## src/rtl/adder_pkg.sv

```systemverilog
// Shared widths, parameter checking and stage payload layout for the pipelined adder.
package adder_pkg;

  localparam int unsigned DEF_WIDTH  = 16;
  localparam int unsigned DEF_STAGES = 4;

  // One pipeline stage at the default geometry: partial sum plus operand slices still to add.
  typedef struct packed {
    logic                 valid;
    logic                 carry;
    logic [DEF_WIDTH-1:0] sum;
    logic [DEF_WIDTH-1:0] rem_a;
    logic [DEF_WIDTH-1:0] rem_b;
  } pipe_stage_t;

  // True when WIDTH splits into STAGES equal, non-empty chunks.
  function automatic bit params_ok(int unsigned width, int unsigned stages);
    return (stages >= 1) && (stages <= width) && ((width % stages) == 0);
  endfunction

endpackage

```

## src/rtl/adder_nbit.sv

```systemverilog
// Flat W-bit ripple adder used as the per-stage chunk adder.
module adder_nbit #(
  parameter int unsigned W = 4
) (
  input  logic [W-1:0] a,
  input  logic [W-1:0] b,
  input  logic         carry_in,
  output logic [W-1:0] sum,
  output logic         carry_out
);

  // Widen before adding so the carry out of the MSB is kept.
  assign {carry_out, sum} = (W+1)'(a) + (W+1)'(b) + (W+1)'(carry_in);

endmodule

```

## src/rtl/adder_pipe_nbit.sv

```systemverilog
// Pipelined WIDTH-bit adder: one CHUNK-bit slice per stage, valid/ready on both ends.
module adder_pipe_nbit
  import adder_pkg::*;
#(
  parameter int unsigned WIDTH    = DEF_WIDTH,
  parameter int unsigned STAGES   = DEF_STAGES,
  parameter int unsigned SATURATE = 0
) (
  input  logic             clk,
  input  logic             n_rst,
  input  logic             in_valid,
  output logic             in_ready,
  input  logic [WIDTH-1:0] a,
  input  logic [WIDTH-1:0] b,
  input  logic             carry_in,
  output logic             out_valid,
  input  logic             out_ready,
  output logic [WIDTH-1:0] sum,
  output logic             overflow
);

  localparam int unsigned CHUNK = WIDTH / STAGES;

  // Remaining operands are kept right-aligned: each stage consumes the low CHUNK bits.
  typedef struct packed {
    logic             valid;
    logic             carry;
    logic [WIDTH-1:0] sum;
    logic [WIDTH-1:0] rem_a;
    logic [WIDTH-1:0] rem_b;
  } stage_t;

  if (!params_ok(WIDTH, STAGES)) begin : g_param_err
    $fatal(1, "adder_pipe_nbit: WIDTH must be a multiple of STAGES with 1 <= STAGES <= WIDTH");
  end

  stage_t           stg_q   [STAGES];
  stage_t           stg_d   [STAGES];
  logic [CHUNK-1:0] add_a   [STAGES];
  logic [CHUNK-1:0] add_b   [STAGES];
  logic [CHUNK-1:0] add_sum [STAGES];
  logic             add_cin [STAGES];
  logic             add_cout[STAGES];
  logic             advance;

  // Whole pipe moves together whenever the output slot is empty or being drained.
  assign advance  = ~stg_q[STAGES-1].valid | out_ready;
  assign in_ready = advance;

  // Select each chunk adder's operands: live inputs for stage 1, delayed slices after that.
  always_comb begin
    add_a[0]   = a[CHUNK-1:0];
    add_b[0]   = b[CHUNK-1:0];
    add_cin[0] = carry_in;
    for (int i = 1; i < int'(STAGES); i++) begin
      add_a[i]   = stg_q[i-1].rem_a[CHUNK-1:0];
      add_b[i]   = stg_q[i-1].rem_b[CHUNK-1:0];
      add_cin[i] = stg_q[i-1].carry;
    end
  end

  for (genvar g = 0; g < int'(STAGES); g++) begin : g_chunk
    adder_nbit #(.W(CHUNK)) u_add (
      .a        (add_a[g]),
      .b        (add_b[g]),
      .carry_in (add_cin[g]),
      .sum      (add_sum[g]),
      .carry_out(add_cout[g])
    );
  end

  // Next contents of every stage; saturation is folded into the last stage's load.
  always_comb begin
    for (int i = 0; i < int'(STAGES); i++) begin
      stg_d[i] = '0;
    end
    stg_d[0].valid = in_valid;
    stg_d[0].carry = add_cout[0];
    stg_d[0].sum   = WIDTH'(add_sum[0]);
    stg_d[0].rem_a = a >> CHUNK;
    stg_d[0].rem_b = b >> CHUNK;
    for (int i = 1; i < int'(STAGES); i++) begin
      stg_d[i].valid                 = stg_q[i-1].valid;
      stg_d[i].carry                 = add_cout[i];
      stg_d[i].sum                   = stg_q[i-1].sum;
      stg_d[i].sum[i*CHUNK +: CHUNK] = add_sum[i];
      stg_d[i].rem_a                 = stg_q[i-1].rem_a >> CHUNK;
      stg_d[i].rem_b                 = stg_q[i-1].rem_b >> CHUNK;
    end
    if ((SATURATE != 0) && stg_d[STAGES-1].carry) begin
      stg_d[STAGES-1].sum = '1;
    end
  end

  // Stage registers: cleared by reset, shifted together on advance, held otherwise.
  always_ff @(posedge clk or negedge n_rst) begin
    if (!n_rst) begin
      for (int i = 0; i < int'(STAGES); i++) begin
        stg_q[i] <= '0;
      end
    end else if (advance) begin
      for (int i = 0; i < int'(STAGES); i++) begin
        stg_q[i] <= stg_d[i];
      end
    end
  end

  assign out_valid = stg_q[STAGES-1].valid;
  assign sum       = stg_q[STAGES-1].sum;
  assign overflow  = stg_q[STAGES-1].carry;

  // Accepted operands must be fully known.
  a_known_operands : assert property (
    @(posedge clk) disable iff (!n_rst)
    (in_valid && in_ready) |-> !$isunknown({a, b, carry_in})
  ) else $error("adder_pipe_nbit: X/Z on a, b or carry_in during accepted transfer");

endmodule
```

## config.mk

```make
export PLATFORM = sky130hd
export DESIGN_NAME = adder_pipe_nbit
export DESIGN_NICKNAME = d
export VERILOG_FILES = /design/src/rtl/adder_pkg.sv /design/src/rtl/adder_nbit.sv /design/src/rtl/adder_pipe_nbit.sv
export SDC_FILE = /design/constraint.sdc
export NUM_CORES = 1
export LEC_CHECK = 0
export CORE_MARGIN = 3
export CORE_UTILIZATION = 46
export DETAILED_ROUTE_END_ITERATION = 8
export PLACE_DENSITY_LB_ADDON = 0.3
export SETUP_SLACK_MARGIN = 0.5
export SLEW_MARGIN = 5
export SYNTH_ARGS = -nofsm -noshare
export SYNTH_HDL_FRONTEND = slang
export SYNTH_SLANG_ARGS = --single-unit
```

## constraint.sdc

```tcl
create_clock -name clk -period 1.9 [get_ports clk]
set_input_delay 0.19 -clock clk [delete_from_list [all_inputs] [get_ports clk]]
set_output_delay 0.19 -clock clk [all_outputs]
set_load 0.1 [all_outputs]
```

==> results of run 1 <==
[final timing paths]
| check | from | end | slack, ps | depth (start not counted) |
|---|---|---|---|---|
| worst max-delay path | add_cin[2] | add_cin[1] | 210 | 5 |
| worst max register to register | add_cin[2] | add_cin[1] | 210 | 5 |
| max in group asynchronous | n_rst | stg_d[89] | 980 | 3 |
| min in group asynchronous | n_rst | sum[15] | 370 | 2 |
| worst min-delay path | b[8] | stg_d[100] | 350 | 3 |
| worst min register to register | stg_d[49] | stg_d[49] | 470 | 2 |
[placed cells by master, fill, tap and decap left out, types with 8 or more instances in the layout]
cell type | synthesis | routed
o21ai_1 | 0 | 11
nor2_1 | 11 | 11
ha_1 | 12 | 12
clkbuf_8 | 0 | 10
fa_2 | 0 | 8
buf_4 | 1 | 28
clkdlybuf4s50_1 | 0 | 32
nand2_1 | 237 | 237
dfrtp_1 | 96 | 95
inv_1 | 14 | 10
a21oi_1 | 12 | 8
[flip-flops by register name (all words and copies together), names as in the netlist]
register   count
add_b         12
add_a         12
overflow       1
stg_d         51
sum           16
out_valid      1
add_cin        3
[synthesized netlist by cell type]
library cell	n	share of area, %
nand2_1	237	22
ha_1	12	3.6
o21ai_0	17	2.1
inv_1	14	1.3
nor2_1	11	1.0
inv_2	1	0.091
nor2b_1	3	0.46
nor3_1	1	0.12
a21o_1	4	0.73
fa_1	8	3.9
a21oi_1	12	1.5
buf_6	4	1.1
nor2b_2	1	0.21
nand2b_1	1	0.15
xor2_1	3	0.64
nor2b_4	1	0.33
o21a_1	2	0.36
buf_2	16	1.9
o31ai_2	1	0.30
dfrtp_1	96	58
xnor2_1	1	0.21
buf_4	1	0.18
[layer usage]
metal / track usage, % / up-vias / routed length [microns]
met5: 0 / - / 0
met4: 5.91 / 0 / 114
met3: 3.25 / 10 / 366
met2: 26.8 / 64 / 3910
met1: 22.8 / 1405 / 3680
li1: - / 1505 / -
[worst max-delay path, delay by kind of cell (launching register included)]
family	cells	cell delay [ps]
compound gates	3	390
flops	1	410
fa+ha+maj	2	770
[cell type report]
type                       instances  area, sq um
clock buffer                      10          138
clock inverter                     6         91.3
fill                             718         3280
inverter                          15         58.8
multi-input combinational        315         1600
sequential                        96         2410
tap                              105          131
timing repair buffer              73          763
[metrics by stage]
step           power [mW]  instances  hold WS, ps  setup slack (ps)  utilization, %
2_1_floorplan        6.63        447         -106               296               -
3_3_place_gp         7.46        592          218              43.5            56.3
3_5_place_dp         7.59        592          224              11.6            56.3
4_1_cts              9.34        617          343               221            60.5
5_1_grt              10.1        620          354               169            61.2
6_report             9.41        620          354               211            61.2
[kinds of logic after synthesis]
family | count (synthesis) | synth area share, %
and+or+nand+nor | 255 | 23.9
DFF | 96 | 58.3
AOI/OAI and AO/OA | 36 | 4.92
buffers and inverters | 36 | 4.58
adders and majority gates | 20 | 7.53
xor gates and xnor gates | 4 | 0.850
[repair_timing]
action                                  4_1_cts  5_1_grt
hold buffers                                  1        0
gates resized for setup                      24       10
endpoints found under the setup margin       72       46
pin swaps                                    14       10
endpoints found under the hold margin        39        0
cloned                                        1        1
buffers inserted                              7        2
[power by group through the flow]
stage	Combinational, mW	Sequential, mW	Clock (mW)
after floorplan	1.89	4.74	0
after global placement	3.99	3.46	0
after detailed placement	4.10	3.49	0
after CTS	4.37	3.46	1.52
after global routing	4.89	3.56	1.61
final	4.47	3.45	1.49
==> out/metrics.yaml, run 1 <==
setup_tns_ps: 0
synthesis.area_sq_um: 4120
finalClockSkew_ps: 8.70
hold_viol: 0
combPwrFrac_pct: 47.5
hold_class: "in2reg"
first_iter_violations: 177
grt_max_degree: 92
insertion_delay_ps: 360
core_sq_um: 8460
rows: 33
root_buffer: "clkbuf_8"
place.gp.congestion: 0.776
grt_pass1_wl_mm: 13.4
slew-limit-headroom_pct: 63.3
dieHeight_microns: 101
overflow: 0
drc: 0
cts_buffers: 9
p_sw_share_pct: 44.5
setup_viol: 0
vias: 2984
drt_pre_antenna_iters: 4
drv_cap: 0
p_per_area_nw_per_um2: 1820
track_usage_pct: 16.7
antenna_cells: 0
leakagePower_nw: 2.70
slew_viol_final: 0
p_sw_mw: 4.19
port_buffers: 55
critical_path_class: "reg2reg"
cp.required_ps: 2140
htreeDepth: 3
ioPinCount: 56
syn_avg_cell_area_sq_um: 9.22
die_x_microns: 101
post-route-period-util_pct: 88.9
antenna_found_initial: 0
pwr-share-clk_pct: 15.9
ys_warn_count: 0
drtAntennaViolNets: 0
die_area_sq_um: 10100
internal-power_mw: 5.22
syn_nets: 504
worstPathCellList: "fa_2 -> fa_2 -> a21o_1 -> a21oi_1 -> a21oi_1"
cts_tree: "done"
wire_per_inst_microns: 13.0
seqPwrFrac_pct: 36.7
ys_seq_area_share_pct: 58.3
fmax_mhz: 592
arrival_ps: 1930
post_dp_cell_area_sq_um: 4760
area_growth_syn_to_layout_pct: 25.7
synth-seq-cells: 96
drive_gt1_share_pct: 15.3
via_per_inst: 4.81
clk_pin_slew_ps: 90
critPathMaxStageDelay_ps: 410
fin_area_sq_um: 5180
status: "finished, final reports clean"
crit_fanout: 2
syn_inst: 447
initial_core_util_pct: 48.7
cts_buffer_depth: 2
synth_cell_types: 22
drt-total-wl_mm: 8.07
grt_pass1_vias: 2893
cts.sink_count: 96
peakVddDrop_mv: 1.04
rsz0062_at_grt: "true"
num-nets-final: 567
critPathLaunchType: "flop"
min_period_ps: 1690
cp-end-kind: "flop"
cpMaxStageDelayCell: "dfrtp_1"
hpwl_mm: 5.04
tightest_slew_ps: 551
No activity file was read; power rests on OpenSTA's default activity.
==> run 2, diff against run 1 <==
--- a/config.mk
+++ b/config.mk
@@ -5,6 +5,7 @@
 export SDC_FILE = /design/constraint.sdc
 export NUM_CORES = 1
 export LEC_CHECK = 0
+export CAP_MARGIN = 20
 export CORE_MARGIN = 3
 export CORE_UTILIZATION = 46
 export DETAILED_ROUTE_END_ITERATION = 8
==> results of run 2 <==
The final DEF is identical to that of run 1; final timing and power are the same.
